File: src/rtl/uart_cmd_pkg.sv
// Shared types and constants for the UART command parser.
// The S_ACK state exists only when UART_CMD_WR_ACK_EN is defined.
package uart_cmd_pkg;

  localparam logic [7:0] CMD_WR_DEF = 8'h57;
  localparam logic [7:0] CMD_RD_DEF = 8'h52;
  localparam logic [7:0] ACK_BYTE   = 8'h06;

  typedef enum logic [3:0] {
    S_IDLE,
    S_WADDR,
    S_WDATA,
    S_WRITE,
    S_RADDR,
    S_READ,
    S_RWAIT,
    S_TX
`ifdef UART_CMD_WR_ACK_EN
    , S_ACK
`endif
  } state_e;

endpackage

File: src/rtl/uart_cmd_timeout.sv
// Clearable idle counter; tc_o pulses in the cycle whose edge completes
// TIMEOUT_CYC consecutive enabled cycles without a clear.
module uart_cmd_timeout #(
  parameter int TIMEOUT_CYC = 1000000
) (
  input  logic clk,
  input  logic rst,
  input  logic en_i,
  input  logic clr_i,
  output logic tc_o
);

  localparam int CW = $clog2(TIMEOUT_CYC + 1);
  localparam logic [CW-1:0] LAST = CW'(TIMEOUT_CYC - 1);

  logic [CW-1:0] cnt_q, cnt_d;

  // The edge that would take the count to TIMEOUT_CYC is the expiry edge.
  assign tc_o = en_i && !clr_i && (cnt_q == LAST);

  always_comb begin
    cnt_d = cnt_q + 1'b1;
    if (clr_i || !en_i || tc_o) begin
      cnt_d = '0;
    end
  end

  always_ff @(posedge clk) begin
    if (rst) begin
      cnt_q <= '0;
    end else begin
      cnt_q <= cnt_d;
    end
  end

endmodule

File: src/rtl/uart_cmd_parser.sv
// Binary W/R command decoder between the UART and the 8-bit register file.
// Define UART_CMD_WR_ACK_EN to return an ACK byte (8'h06) after each write.
module uart_cmd_parser
  import uart_cmd_pkg::*;
#(
  parameter int         TIMEOUT_CYC = 1000000,
  parameter logic [7:0] CMD_WR      = CMD_WR_DEF,
  parameter logic [7:0] CMD_RD      = CMD_RD_DEF
) (
  input  logic       clk,
  input  logic       rst,
  input  logic [7:0] rx_data_i,
  input  logic       rx_valid_i,
  output logic [7:0] tx_data_o,
  output logic       tx_valid_o,
  input  logic       tx_ready_i,
  output logic [7:0] addr_o,
  output logic [7:0] wdata_o,
  output logic       wen_o,
  output logic       ren_o,
  input  logic [7:0] rdata_i,
  output logic       busy_o,
  output logic [7:0] err_cnt_o
);

  state_e     state_q, state_d;
  logic [7:0] addr_q, addr_d;
  logic [7:0] wdata_q, wdata_d;
  logic [7:0] tx_data_q, tx_data_d;
  logic       tx_valid_q, tx_valid_d;
  logic [7:0] err_q, err_d;
  logic       err_inc;
  logic       tmo_en;
  logic       tmo_tc;

  assign tmo_en = (state_q == S_WADDR) || (state_q == S_WDATA) || (state_q == S_RADDR);

  uart_cmd_timeout #(
    .TIMEOUT_CYC(TIMEOUT_CYC)
  ) u_timeout (
    .clk  (clk),
    .rst  (rst),
    .en_i (tmo_en),
    .clr_i(rx_valid_i),
    .tc_o (tmo_tc)
  );

  always_comb begin
    state_d    = state_q;
    addr_d     = addr_q;
    wdata_d    = wdata_q;
    tx_data_d  = tx_data_q;
    tx_valid_d = tx_valid_q;
    err_inc    = 1'b0;
    case (state_q)
      S_IDLE: begin
        if (rx_valid_i) begin
          if (rx_data_i == CMD_WR) begin
            state_d = S_WADDR;
          end else if (rx_data_i == CMD_RD) begin
            state_d = S_RADDR;
          end else begin
            err_inc = 1'b1;
          end
        end
      end
      S_WADDR: begin
        if (rx_valid_i) begin
          addr_d  = rx_data_i;
          state_d = S_WDATA;
        end else if (tmo_tc) begin
          err_inc = 1'b1;
          state_d = S_IDLE;
        end
      end
      S_WDATA: begin
        if (rx_valid_i) begin
          wdata_d = rx_data_i;
          state_d = S_WRITE;
        end else if (tmo_tc) begin
          err_inc = 1'b1;
          state_d = S_IDLE;
        end
      end
      S_RADDR: begin
        if (rx_valid_i) begin
          addr_d  = rx_data_i;
          state_d = S_READ;
        end else if (tmo_tc) begin
          err_inc = 1'b1;
          state_d = S_IDLE;
        end
      end
      // From here on the receiver cannot be stalled: any byte is an overrun.
      S_WRITE: begin
        err_inc = rx_valid_i;
`ifdef UART_CMD_WR_ACK_EN
        tx_data_d  = ACK_BYTE;
        tx_valid_d = 1'b1;
        state_d    = S_ACK;
`else
        state_d    = S_IDLE;
`endif
      end
      S_READ: begin
        err_inc = rx_valid_i;
        state_d = S_RWAIT;
      end
      S_RWAIT: begin
        err_inc    = rx_valid_i;
        tx_data_d  = rdata_i;
        tx_valid_d = 1'b1;
        state_d    = S_TX;
      end
      S_TX: begin
        err_inc = rx_valid_i;
        if (tx_ready_i) begin
          tx_valid_d = 1'b0;
          state_d    = S_IDLE;
        end
      end
`ifdef UART_CMD_WR_ACK_EN
      S_ACK: begin
        err_inc = rx_valid_i;
        if (tx_ready_i) begin
          tx_valid_d = 1'b0;
          state_d    = S_IDLE;
        end
      end
`endif
      default: begin
        state_d = S_IDLE;
      end
    endcase
    err_d = (err_inc && (err_q != 8'hFF)) ? err_q + 8'd1 : err_q;
  end

  always_ff @(posedge clk) begin
    if (rst) begin
      state_q    <= S_IDLE;
      addr_q     <= 8'h00;
      wdata_q    <= 8'h00;
      tx_data_q  <= 8'h00;
      tx_valid_q <= 1'b0;
      err_q      <= 8'h00;
    end else begin
      state_q    <= state_d;
      addr_q     <= addr_d;
      wdata_q    <= wdata_d;
      tx_data_q  <= tx_data_d;
      tx_valid_q <= tx_valid_d;
      err_q      <= err_d;
    end
  end

  assign tx_data_o  = tx_data_q;
  assign tx_valid_o = tx_valid_q;
  assign addr_o     = addr_q;
  assign wdata_o    = wdata_q;
  assign wen_o      = (state_q == S_WRITE);
  assign ren_o      = (state_q == S_READ);
  assign busy_o     = (state_q != S_IDLE);
  assign err_cnt_o  = err_q;

endmodule

File: config.mk
export PLATFORM = sky130hd
export DESIGN_NAME = uart_cmd_parser
export DESIGN_NICKNAME = d
export VERILOG_FILES = /design/src/rtl/uart_cmd_pkg.sv /design/src/rtl/uart_cmd_timeout.sv /design/src/rtl/uart_cmd_parser.sv
export SDC_FILE = /design/constraint.sdc
export NUM_CORES = 1
export LEC_CHECK = 0
export BUFFER_PORTS_ARGS = -buffer_cell sky130_fd_sc_hd__buf_2
export CAP_MARGIN = 20
export CORE_UTILIZATION = 40
export DETAILED_ROUTE_END_ITERATION = 8
export PLACE_DENSITY = 0.72
export SYNTH_ARGS = -nofsm -noshare
export SYNTH_HDL_FRONTEND = slang
export SYNTH_SLANG_ARGS = --single-unit
File: constraint.sdc
create_clock -name clk -period 2.5 [get_ports clk]
set_input_delay 0.125 -clock clk [delete_from_list [all_inputs] [get_ports clk]]
set_output_delay 0.125 -clock clk [all_outputs]
set_load 0.01 [all_outputs]
Yosys cells after proc, flatten, opt, wreduce, memory -nomap -nowiden
Index checks and enable logic that the tools add are counted.
{"block": "word_totals", "reg_bits": 57, "input_bits": 20, "elab_cells": 60}
{"block": "op_classes", "add_sub_neg": 2, "eq_ne": 14, "n_mux": 17, "n_reduce_logical": 20}
{"cell": "$mux W4", "n": 8}
{"cell": "$pmux W4 S7", "n": 1}
{"cell": "$add A20 B1 Y20 const B", "n": 1}
{"cell": "$eq A20 B20 Y1 const B", "n": 1}
{"cell": "$eq A4 B3 Y1 const B", "n": 4}
{"cell": "$eq A8 B7 Y1 const B", "n": 2}
{"cell": "$add A8 B1 Y8 const B", "n": 1}
{"cell": "$eq A4 B2 Y1 const B", "n": 2}
{"cell": "$ne A8 B8 Y1 const B", "n": 1}
{"cell": "$mux W1", "n": 6}
{"cell": "$reduce_and A2 Y1", "n": 3}
{"cell": "$eq A4 B1 Y1 const B", "n": 1}
{"cell": "$logic_not A4 Y1", "n": 1}
{"cell": "$logic_or A1 B1 Y1", "n": 4}
{"cell": "$ne A2 B2 Y1 const B", "n": 2}
{"cell": "$reduce_bool A4 Y1", "n": 1}
{"cell": "$reduce_or A2 Y1", "n": 2}
{"cell": "$reduce_or A4 Y1", "n": 1}
{"cell": "$logic_and A1 B1 Y1", "n": 3}
{"cell": "$ne A3 B3 Y1 const B", "n": 1}
{"cell": "$pmux W1 S3", "n": 1}
{"cell": "$reduce_and A3 Y1", "n": 1}
{"cell": "$reduce_or A3 Y1", "n": 1}
{"cell": "$logic_not A1 Y1", "n": 2}
{"cell": "other kinds (2)", "n": 2}

Logic depth before layout (Yosys ltp)
Gate-level depths: netlist of run 1.
{"block": "logic_depth", "ltp_word": 9, "ltp_mapped": 8, "depth_no_buf": 7}

Cells and area by module
A second synthesis of run 1 with hierarchy kept.
{"block": "unflattened", "cells_unflattened": 304, "hier_area_um2": 2668.8}
{"mod": "uart_cmd_parser", "instances": 1, "cells_per_inst": 197, "area_each_um2": 1734.2, "seq_area_each_um2": 740.7}
{"mod": "uart_cmd_timeout", "instances": 1, "cells_per_inst": 107, "area_each_um2": 934.6, "seq_area_each_um2": 400.4}

Least setup slack after synthesis of run 1
OpenSTA, ideal clock, no wires.
{"block": "synth_path", "path_type": "register -> register", "from": "register u_timeout.cnt_q[11]", "to": "register err_q[4], in the netlist err_cnt_o[4]", "arrival_ps": 1723, "slack_ps": 656, "path_stages_with_launch": 7, "n_path_buf": 0, "period_less_slack_ps": 1844, "cell_sequence": "dfxtp_1 -> or4_4 -> nor3_4 -> o2111ai_4 -> nand2_2 -> nand3_2 -> mux2_4"}
{"block": "synth_via", "elab_chain_cells": 6}
{"element": "start: declaration", "line_no": "uart_cmd_timeout.sv:16", "text": "logic [CW-1:0] cnt_q, cnt_d;"}
{"element": "start signal: assignment", "line_no": "uart_cmd_timeout.sv:32", "text": "cnt_q <= cnt_d;"}
{"element": "$eq A20 B20 Y1", "line_no": "uart_cmd_timeout.sv:19", "text": "assign tc_o = en_i && !clr_i && (cnt_q == LAST);"}
{"element": "$logic_and A1 B1 Y1", "line_no": "uart_cmd_timeout.sv:19"}
{"element": "$mux W1", "line_no": "uart_cmd_parser.sv:71, uart_cmd_parser.sv:80, uart_cmd_parser.sv:89"}
{"element": "$mux W1", "line_no": "uart_cmd_parser.sv:77", "text": "if (rx_valid_i) begin"}
{"element": "$pmux W1 S3", "line_no": "uart_cmd_parser.sv:55", "text": "case (state_q)"}
{"element": "$logic_and A1 B1 Y1", "line_no": "uart_cmd_parser.sv:135", "text": "err_d = (err_inc && (err_q != 8'hFF)) ? err_q + 8'd1 : err_q;"}
{"element": "end signal: assignment", "line_no": "uart_cmd_parser.sv:152", "text": "err_q <= err_d;"}
{"element": "end: declaration", "line_no": "uart_cmd_parser.sv:31", "text": "logic [7:0] err_q, err_d;"}
Every way passes these cells.
A chain may end at the register's enable or synchronous reset.

Worst setup path after layout of run 1
{"block": "layout_path", "from": "register state_q[2]", "to": "register err_q[4], in the netlist err_cnt_o[4]"}
{"block": "layout_via", "elab_chain_cells": 9, "word_cells_on_any_way": 18, "cone_classes": "eq/ne (7); mux (3); reduce/logical (8)"}
{"element": "start: declaration", "line_no": "uart_cmd_parser.sv:26", "text": "state_e state_q, state_d;"}
{"element": "start signal: assignment", "line_no": "uart_cmd_parser.sv:147", "text": "state_q <= state_d;"}
{"element": "$eq A4 B1 Y1 / $eq A4 B2 Y1 (equally long branches)", "line_no": "uart_cmd_parser.sv:36, uart_cmd_parser.sv:55"}
{"element": "$logic_or A1 B1 Y1 (2 in series)", "line_no": "uart_cmd_parser.sv:36", "text": "assign tmo_en = (state_q == S_WADDR) || (state_q == S_WDATA) || (state_q == S_RADDR);"}
{"element": "$logic_and A1 B1 Y1 (2 in series)", "line_no": "uart_cmd_timeout.sv:19"}
{"element": "$mux W1", "line_no": "uart_cmd_parser.sv:71, uart_cmd_parser.sv:80, uart_cmd_parser.sv:89"}
{"element": "$mux W1", "line_no": "uart_cmd_parser.sv:77"}
{"element": "$pmux W1 S3 (*)", "line_no": "uart_cmd_parser.sv:55"}
{"element": "$logic_and A1 B1 Y1 (*)", "line_no": "uart_cmd_parser.sv:135"}
Every way passes the cells marked *; elsewhere a longest branch is shown, timed or not.

==> results summary, run 1 <==
Of the total synthesized cell area, the portion taken by full adders, half adders and majority gates is 0.009625. The diode insertion count for antenna repair came out at 0. The number of global-route vias before repair came to 1925. Of the total power, the share spent switching nets is 0.2282. The commonest cells after synthesis are sky130_fd_sc_hd__dfxtp_1, sky130_fd_sc_hd__nor2_1, sky130_fd_sc_hd__nand2_1, sky130_fd_sc_hd__a21oi_1, sky130_fd_sc_hd__nand3_1. The initial antenna violation count is 0. For this design the static power due to leakage is 1.276 nW.

The part of the power in combinational logic is 0.042. The core area is 6314 um2. The analysis attributes to net switching a power of about 400 uW.

In the synthesized netlist the dominant register cell turns out to be sky130_fd_sc_hd__dfxtp_1. The share of the clock period used by the worst path came out at 0.8450. For this run the aggregate overflow at the end of global routing stands at 0. The overall track demand over capacity in global routing is 0.1680.

The area of the mapped netlist came out at approximately 2600 um2. The slew of the pin with the lowest slew margin came out at 547.4 ps. The minimum period implied by the final worst setup slack came out at 2113 ps.

The clock insertion delay at the later pin of the skew report is 340 ps. The wire length of the first global-routing pass came out at 8569 um. The relative slew slack came out at 0.6317. The final hold violation count is 0.

The count of H-tree levels built during CTS came out at 3. The detailed placement HPWL came out at 3801 um. The count of buffers added by post-CTS timing repair for setup is 0. The setup TNS came out at 0 ps.

The proportion of layout cells with a drive suffix above 1 came out at 0.2301. The TritonCTS clock tree is built. The maximum vdd ir drop came out at 0.3378 mV. Sorting the synthesized cells by area gives the leading types as sky130_fd_sc_hd__dfxtp_1, sky130_fd_sc_hd__nor2_1, sky130_fd_sc_hd__nand2_1, sky130_fd_sc_hd__a21oi_1, sky130_fd_sc_hd__nand3_1.

The worst setup path is launched from a flop. For this design the top-level I/O count stands at 56. The post-synthesis instance total came out at 305. The vias after detailed routing came out at 2227. Setup violations remaining at the end of the flow were counted as 0. By area, the combinational part of the netlist is dominated by simple AND/OR/NAND/NOR gates. The placement row count is 29. The starting density of the core is 0.4118. The areal power density over the cells is 563.5 nW/um2. The setup path with the least slack is of type flop to flop. The post-route DRC violation count is 0. The final core area utilization came out at 0.4927. The count of final max-slew check failures came out at 0. The mean instance size in the synthesized netlist came out at around 8.5 um2.

The worst hold margin came out at 23.25 ps. STA puts the critical path data required time at 2730 ps. The number of antenna-violating nets in the routed design is 0.

The sequential area share after synthesis came out at 0.4389. For this run, the post-layout net count is 382. Of the total power, the clock network draws 0.431. Clock-pin slew was measured on the worst setup and hold paths at 60 ps. The run finished with clean final reports. The critical-path maximum fanout came out at 15. The initial DRC count came out at 146. Buffers inserted to repair hold after CTS numbered 0. Counting the fill cells in the layout gives between 600 and 700. The critical path capture point type is a flop. In this run, distinct cell masters in the synthesized netlist total 47. The iteration count of the initial detailed-routing pass is 4. The routed length per instance came out at about 12 um. The post-CTS resize count is 0. The maximum number of buffers from clock root to sink came out at 2. The average vias per placed instance came out at 5.038.

The detailed-route wire length is 5347 um. Across the routed clock network, the largest skew measured is 6.175 ps. Synthesis inferred 57 register bits. The fraction of the mapped netlist area in simple logic gates came out at 0.2936.

Entering global routing, the biggest net connects 37 pins. For this run, asynchronously set or reset flops after synthesis account for 0. The total number of clock tree sinks is between 50 and 60. The count of flip-flops with a built-in enable after synthesis is 0. The count of buffers from port buffering came out at 55. The cell taking the most area after synthesis is sky130_fd_sc_hd__dfxtp_1.

The fraction of synthesized cell area in xor and xnor cells came out at 0.07748. Setup repair after global routing left no endpoint under its margin. The most common cell in the synthesized netlist is sky130_fd_sc_hd__dfxtp_1. The highest attainable clock frequency is 473.4 MHz.

Data arrives at the worst endpoint at 2340 ps. The relative area change from synthesis to final layout came out at 19.63%. The die is 82.62 um tall. The number of clock buffers added by TritonCTS is 9. The total number of yosys warnings came out at 0. The die area came out at 6826 um2. Of the post-synthesis cell area, the dominant cell type holds 0.4389. In this run the worst hold path is classified as primary input to flop.

The clock tree root buffer cell is sky130_fd_sc_hd__clkbuf_8. The portion of synthesized area spent on multiplexers is 0.04042. The post-synth net total came out at 327.

The internal cell power came out at 1.353 mW. The count of max-cap constraint violations is 0. Of the total power, registers draw 0.526. The width of the die came out at around 83 um.

The compound-gate portion of the synthesized area is 0.1107. The final weighted congestion of routability-driven global placement is just over 0.8.
[registers in the layout, indices dropped and copies added, names as in the netlist]
name / count
tx_valid_o: 1
wdata_o: 8
u_timeout.cnt_q: 20
state_q: 4
tx_data_o: 8
err_cnt_o: 8
addr_o: 8
[through the flow]
| stage | power [mW] | setup slack (ps) | cell area [um2] | std cells |
|---|---|---|---|---|
| 2_1_floorplan | 0.9841 | 655.8 | 2600 | 305 |
| 3_3_place_gp | 1.015 | 483.5 | 2937 | 426 |
| 3_5_place_dp | 1.016 | 378.3 | 2937 | 426 |
| 4_1_cts | 1.779 | 381.3 | 3110 | 442 |
| 5_1_grt | 1.834 | 212.7 | 3110 | 442 |
| 6_report | 1.753 | 387.5 | 3110 | 442 |
[layout make-up]
| class | count | area [um2] | area share |
|---|---|---|---|
| Clock buffer | 13 | 158.9 | 0.05109 |
| Clock inverter | 3 | 15.01 | 0.004827 |
| Inverter | 4 | 15.01 | 0.004827 |
| Multi-Input combinational cell | 230 | 1386 | 0.4457 |
| Sequential cell | 57 | 1141 | 0.3669 |
| Tap cell | 77 | 96.34 | 0.03097 |
| Timing Repair Buffer | 58 | 297.8 | 0.09574 |
[cells in the final DEF, fill, tap and decap left out, types with 3 or more instances in the layout]
cell type                   n
sky130_fd_sc_hd__inv_1      4
sky130_fd_sc_hd__clkinv_2   3
sky130_fd_sc_hd__nand2_1   38
sky130_fd_sc_hd__nor2b_1    4
sky130_fd_sc_hd__buf_2     55
sky130_fd_sc_hd__nor3_1     3
sky130_fd_sc_hd__clkbuf_8  11
sky130_fd_sc_hd__nand2b_1   4
sky130_fd_sc_hd__a21oi_1   27
sky130_fd_sc_hd__nand3_1   24
sky130_fd_sc_hd__xnor2_1   12
sky130_fd_sc_hd__and3_1    10
sky130_fd_sc_hd__and2_1     5
sky130_fd_sc_hd__buf_4      3
sky130_fd_sc_hd__mux2i_1    9
sky130_fd_sc_hd__dfxtp_1   57
sky130_fd_sc_hd__xor2_1    11
sky130_fd_sc_hd__nor2_1    45
[power by group through the flow]
stage / Sequential (mW) / Combinational [mW] / Clock [mW]
after CTS: 0.922 / 0.0744 / 0.783
after global routing: 0.923 / 0.0834 / 0.828
after detailed placement: 0.942 / 0.0741 / 0
after global placement: 0.942 / 0.0730 / 0
after floorplan: 0.940 / 0.0443 / 0
final: 0.922 / 0.0740 / 0.756
[final timing paths]
path                startpoint           end  slack, ps  cells past startpoint
setup reg to reg    state_q[2]  err_cnt_o[4]        390                      6
hold / removal      rdata_i[0]  tx_data_o[0]         20                      3
setup / recovery    state_q[2]  err_cnt_o[4]        390                      6
hold reg to reg   tx_data_o[0]  tx_data_o[0]        450                      2
[logic make-up (layout without fill, tap and decap cells)]
kind of cell             Yosys count  after routing
flip-flops                        57             57
adder cells (fa/ha/maj)            2              2
AND/OR/NAND/NOR                  151            151
other                              1              1
AO/OA/AOI/OAI                     43             43
XOR/XNOR                          23             23
multiplexers                      10             10
buffers and inverters             18             78
[critical path, cell delays in order (launching register included)]
cell and delay [ps]:
sky130_fd_sc_hd__dfxtp_1 640, sky130_fd_sc_hd__xnor2_1 150, sky130_fd_sc_hd__nor4_1 440, sky130_fd_sc_hd__o2111ai_4 220
sky130_fd_sc_hd__nand2_2 170, sky130_fd_sc_hd__nand3_2 90, sky130_fd_sc_hd__mux2_4 300
[per-layer routing]
metal	global-route usage	vias to the layer above	wire length [um]
li1	-	1159	-
met1	0.2087	1006	2529
met2	0.2595	51	2405
met3	0.05824	11	296
met4	0.07931	0	116
met5	0	-	0
Note: power is estimated with default switching activity, not from simulation.
==> run 2: changes to the inputs <==
--- a/config.mk
+++ b/config.mk
@@ -9,7 +9,7 @@
 export CAP_MARGIN = 20
 export CORE_UTILIZATION = 40
 export DETAILED_ROUTE_END_ITERATION = 8
-export PLACE_DENSITY = 0.72
+export PLACE_DENSITY = 0.74
 export SYNTH_ARGS = -nofsm -noshare
 export SYNTH_HDL_FRONTEND = slang
 export SYNTH_SLANG_ARGS = --single-unit
==> constraint.sdc (replaced) <==
create_clock -name clk -period 1.9 [get_ports clk]
set_input_delay 0.095 -clock clk [delete_from_list [all_inputs] [get_ports clk]]
set_output_delay 0.095 -clock clk [all_outputs]
set_load 0.01 [all_outputs]
==> run 2 against run 1 <==
Against the previous run: final cell count grew 5.4%; register-to-register slack got worse by 380 ps; non-clock buffer count is 25 higher; global-route usage is 0.14 points higher; final area up 8.2%.
==> results summary, run 2 (same netlist as run 1, synthesis figures left out) <==
Status: finished, final reports clean (unchanged). The global-route track usage on met2 came out at 0.2917 (was 0.2595). The overall die height came out at 82.62 um (unchanged).

The maximum number of buffers from clock root to sink came out at 2 (unchanged). The diode insertion count for antenna repair came out at 0 (unchanged). The core area came out at 6314 um2 (unchanged). The minimum period implied by the final worst setup slack is 1890 ps (was 2113 ps). The critical setup path kind is flop to flop (unchanged). The slew of the pin with the lowest slew margin is 494.9 ps (was 547.4 ps). Leading cell types in the layout, fill and taps excluded: sky130_fd_sc_hd__dfxtp_1, sky130_fd_sc_hd__buf_2, sky130_fd_sc_hd__nor2_1 (unchanged). The critical path capture point type is a flop (unchanged). The worst-case setup margin in the final layout is 10.07 ps (was 387.5 ps).

The width of the die is 82.62 um (unchanged). The vias after detailed routing is 2376 (was 2227). The post-route non-filler standard cell count came out at 466 (was 442). The startpoint type of the worst setup path is a flop (unchanged).

The number of fill cells came out at 607 (was 625). The placement row count came out at 29 (unchanged). The met3 capacity usage during global routing is 0.05055 (was 0.05824). The count of buffers from port buffering came to 55 (unchanged).

The register bank with the most flops is u_timeout.cnt_q (unchanged). The relative slew slack is 0.6615 (was 0.6317). The most used routing layer is met2 (unchanged).

The detailed placement HPWL was 3920 um (was 3801 um). The count of final max-slew check failures is 0 (unchanged). The total number of clock tree sinks came out at 57 (unchanged). The clock buffer count from CTS is 9 (unchanged). The starting density of the core came to 0.4118 (unchanged). The routing usage on met1 came to 0.1840 (was 0.2087). The clock input transition at the sequential cells of the worst setup and hold paths is 60 ps (about the same).

The initial DRC count is 80 (was 146). The number of cells after detailed placement came out at 441 (was 426). The share of the clock period used by the worst path is 0.9947 (was 0.8450). The worst hold margin came out at 25.75 ps (was 23.25 ps).

The post-route DRC violation count came out at 0 (unchanged). The clock insertion delay at the later pin of the skew report is 340 ps (about the same). The post-detailed-placement cell area is 3049 um2 (was 2937 um2). The pre-CTS setup slack is -26.52 ps (was 378.3 ps). The hold-critical path depth is 3 (unchanged). The highest attainable clock frequency came out at 529.1 MHz (was 473.4 MHz). The count of max-cap constraint violations came to 0 (unchanged). The maximum vdd ir drop came out at 0.3770 mV (was 0.3378 mV).

The final hold violation count came out at 0 (unchanged). The final-report setup violation count came to 0 (unchanged). The leakage component of the power is 1.408 nW (was 1.276 nW). The iteration count of the initial detailed-routing pass came out at 4 (unchanged). The clock tree root buffer cell is sky130_fd_sc_hd__clkbuf_8 (unchanged). RSZ-0062 raised after global routing: true (was false). The critical-path maximum fanout is 5 (was 15). The routed length per instance is 12.12 um (was 12.10 um). The final weighted congestion of routability-driven global placement came to 0.8526 (was 0.8222). The logic depth of the worst register-to-register path came out at 6 (unchanged). The worst endpoint required time was 2110 ps (was 2730 ps). The TritonCTS clock tree was built (unchanged). The overall track demand over capacity in global routing is 0.1694 (was 0.1680). The count of H-tree levels built during CTS is 3 (unchanged).

The areal power density over the cells came to 730.9 nW/um2 (was 563.5 nW/um2). The proportion of layout cells with a drive suffix above 1 came to 0.2776 (was 0.2301). The worst path arrival time was 2100 ps (was 2340 ps).

The number of global-route vias before repair came to 2105 (was 1925). The number of flip-flops under the largest register name is 20 (unchanged). The number of antenna-violating nets in the routed design is 0 (unchanged).

The I/O pin count was 56 (unchanged). The number of nets in the finished design is 407 (was 382). The initial antenna violation count came out at 0 (unchanged). The average vias per placed instance is 5.099 (was 5.038). The worst clock skew on the final layout came out at 9.164 ps (was 6.175 ps).

The final non-filler cell area came out at 3366 um2 (was 3110 um2). The storage element area came out at 1144 um2 (was 1141 um2). The remaining global-route overflow is 0 (unchanged). The multi-input logic area came out at 1410 um2 (was 1386 um2).

The wire length of the first global-routing pass was 8673 um (was 8569 um). The die area is 6826 um2 (unchanged). The pin count of the biggest net entering global routing is 23 (was 37). The relative area change from synthesis to final layout came to 29.45% (was 19.63%).

The detailed-route wire length came out at 5648 um (was 5347 um). The class of the tightest hold or removal check is primary input to flop (unchanged).
run 2: changes by cell type in the layout (fill, tap and decap cells not counted), moves of 2 or more:
cell,previous run,this run
sky130_fd_sc_hd__nor2_1,45,42
sky130_fd_sc_hd__buf_4,3,20
sky130_fd_sc_hd__dfxtp_1,57,55
sky130_fd_sc_hd__dlygate4sd3_1,0,8
sky130_fd_sc_hd__dfxtp_2,0,2
sky130_fd_sc_hd__nor2_2,0,3
run 2: report_power, final:
part	total (mW)	leakage, nW	switching (mW)	internal (mW)
Clock	1.12	0.102	0.457	0.665
Combinational	0.129	0.845	0.0679	0.0608
Sequential	1.21	0.461	0.00762	1.20
Total	2.46	1.41	0.532	1.93
run 2: final timing paths:
kind	startpoint	endpoint	slack, ps
max	u_timeout.cnt_q[11]	err_cnt_o[1]	10
min	rx_data_i[7]	wdata_o[7]	30
max reg2reg	u_timeout.cnt_q[11]	err_cnt_o[1]	10
min reg2reg	u_timeout.cnt_q[0]	u_timeout.cnt_q[0]	450
run 2: repair_timing:
item                       4_1_cts  5_1_grt
buffers inserted                 0        2
hold buffers                     8        0
gates resized for setup          1        7
hold endpoints to repair         8        0
setup endpoints to repair        1       17
pin swaps                        1        1
run 2: metrics by stage:
stage | setup TNS [ps] | utilization | power, mW
floorplan | 0 | - | 1.295
global placement | 0 | 0.4830 | 1.342
detailed placement | -26.52 | 0.4830 | 1.342
CTS | -19.53 | 0.5268 | 2.484
global route | -385.5 | 0.5331 | 2.561
finish | 0 | 0.5331 | 2.460
run 2: routing by layer:
| layer | up-vias | part of all wire |
|---|---|---|
| met5 | - | 0 |
| met4 | 0 | 0.015 |
| met3 | 9 | 0.052 |
| met2 | 53 | 0.48 |
| met1 | 1107 | 0.45 |
| li1 | 1207 | - |
run 2: area by class of cell:
type	count	area share
multi-input cells	230	0.4190
flip-flops and latches	57	0.3398
repair buffers	83	0.1502
clock buffers	12	0.04610
well taps	77	0.02862
clock inverters	3	0.01190
inverters	4	0.004461
run 2: critical path: stages (launching register included):
cell and delay, ps:
sky130_fd_sc_hd__dfxtp_2 320, sky130_fd_sc_hd__or4_4 540, sky130_fd_sc_hd__nor3_4 180, sky130_fd_sc_hd__o2111ai_4 190
sky130_fd_sc_hd__a32oi_2 260, sky130_fd_sc_hd__mux2i_1 230, sky130_fd_sc_hd__nor2_1 60
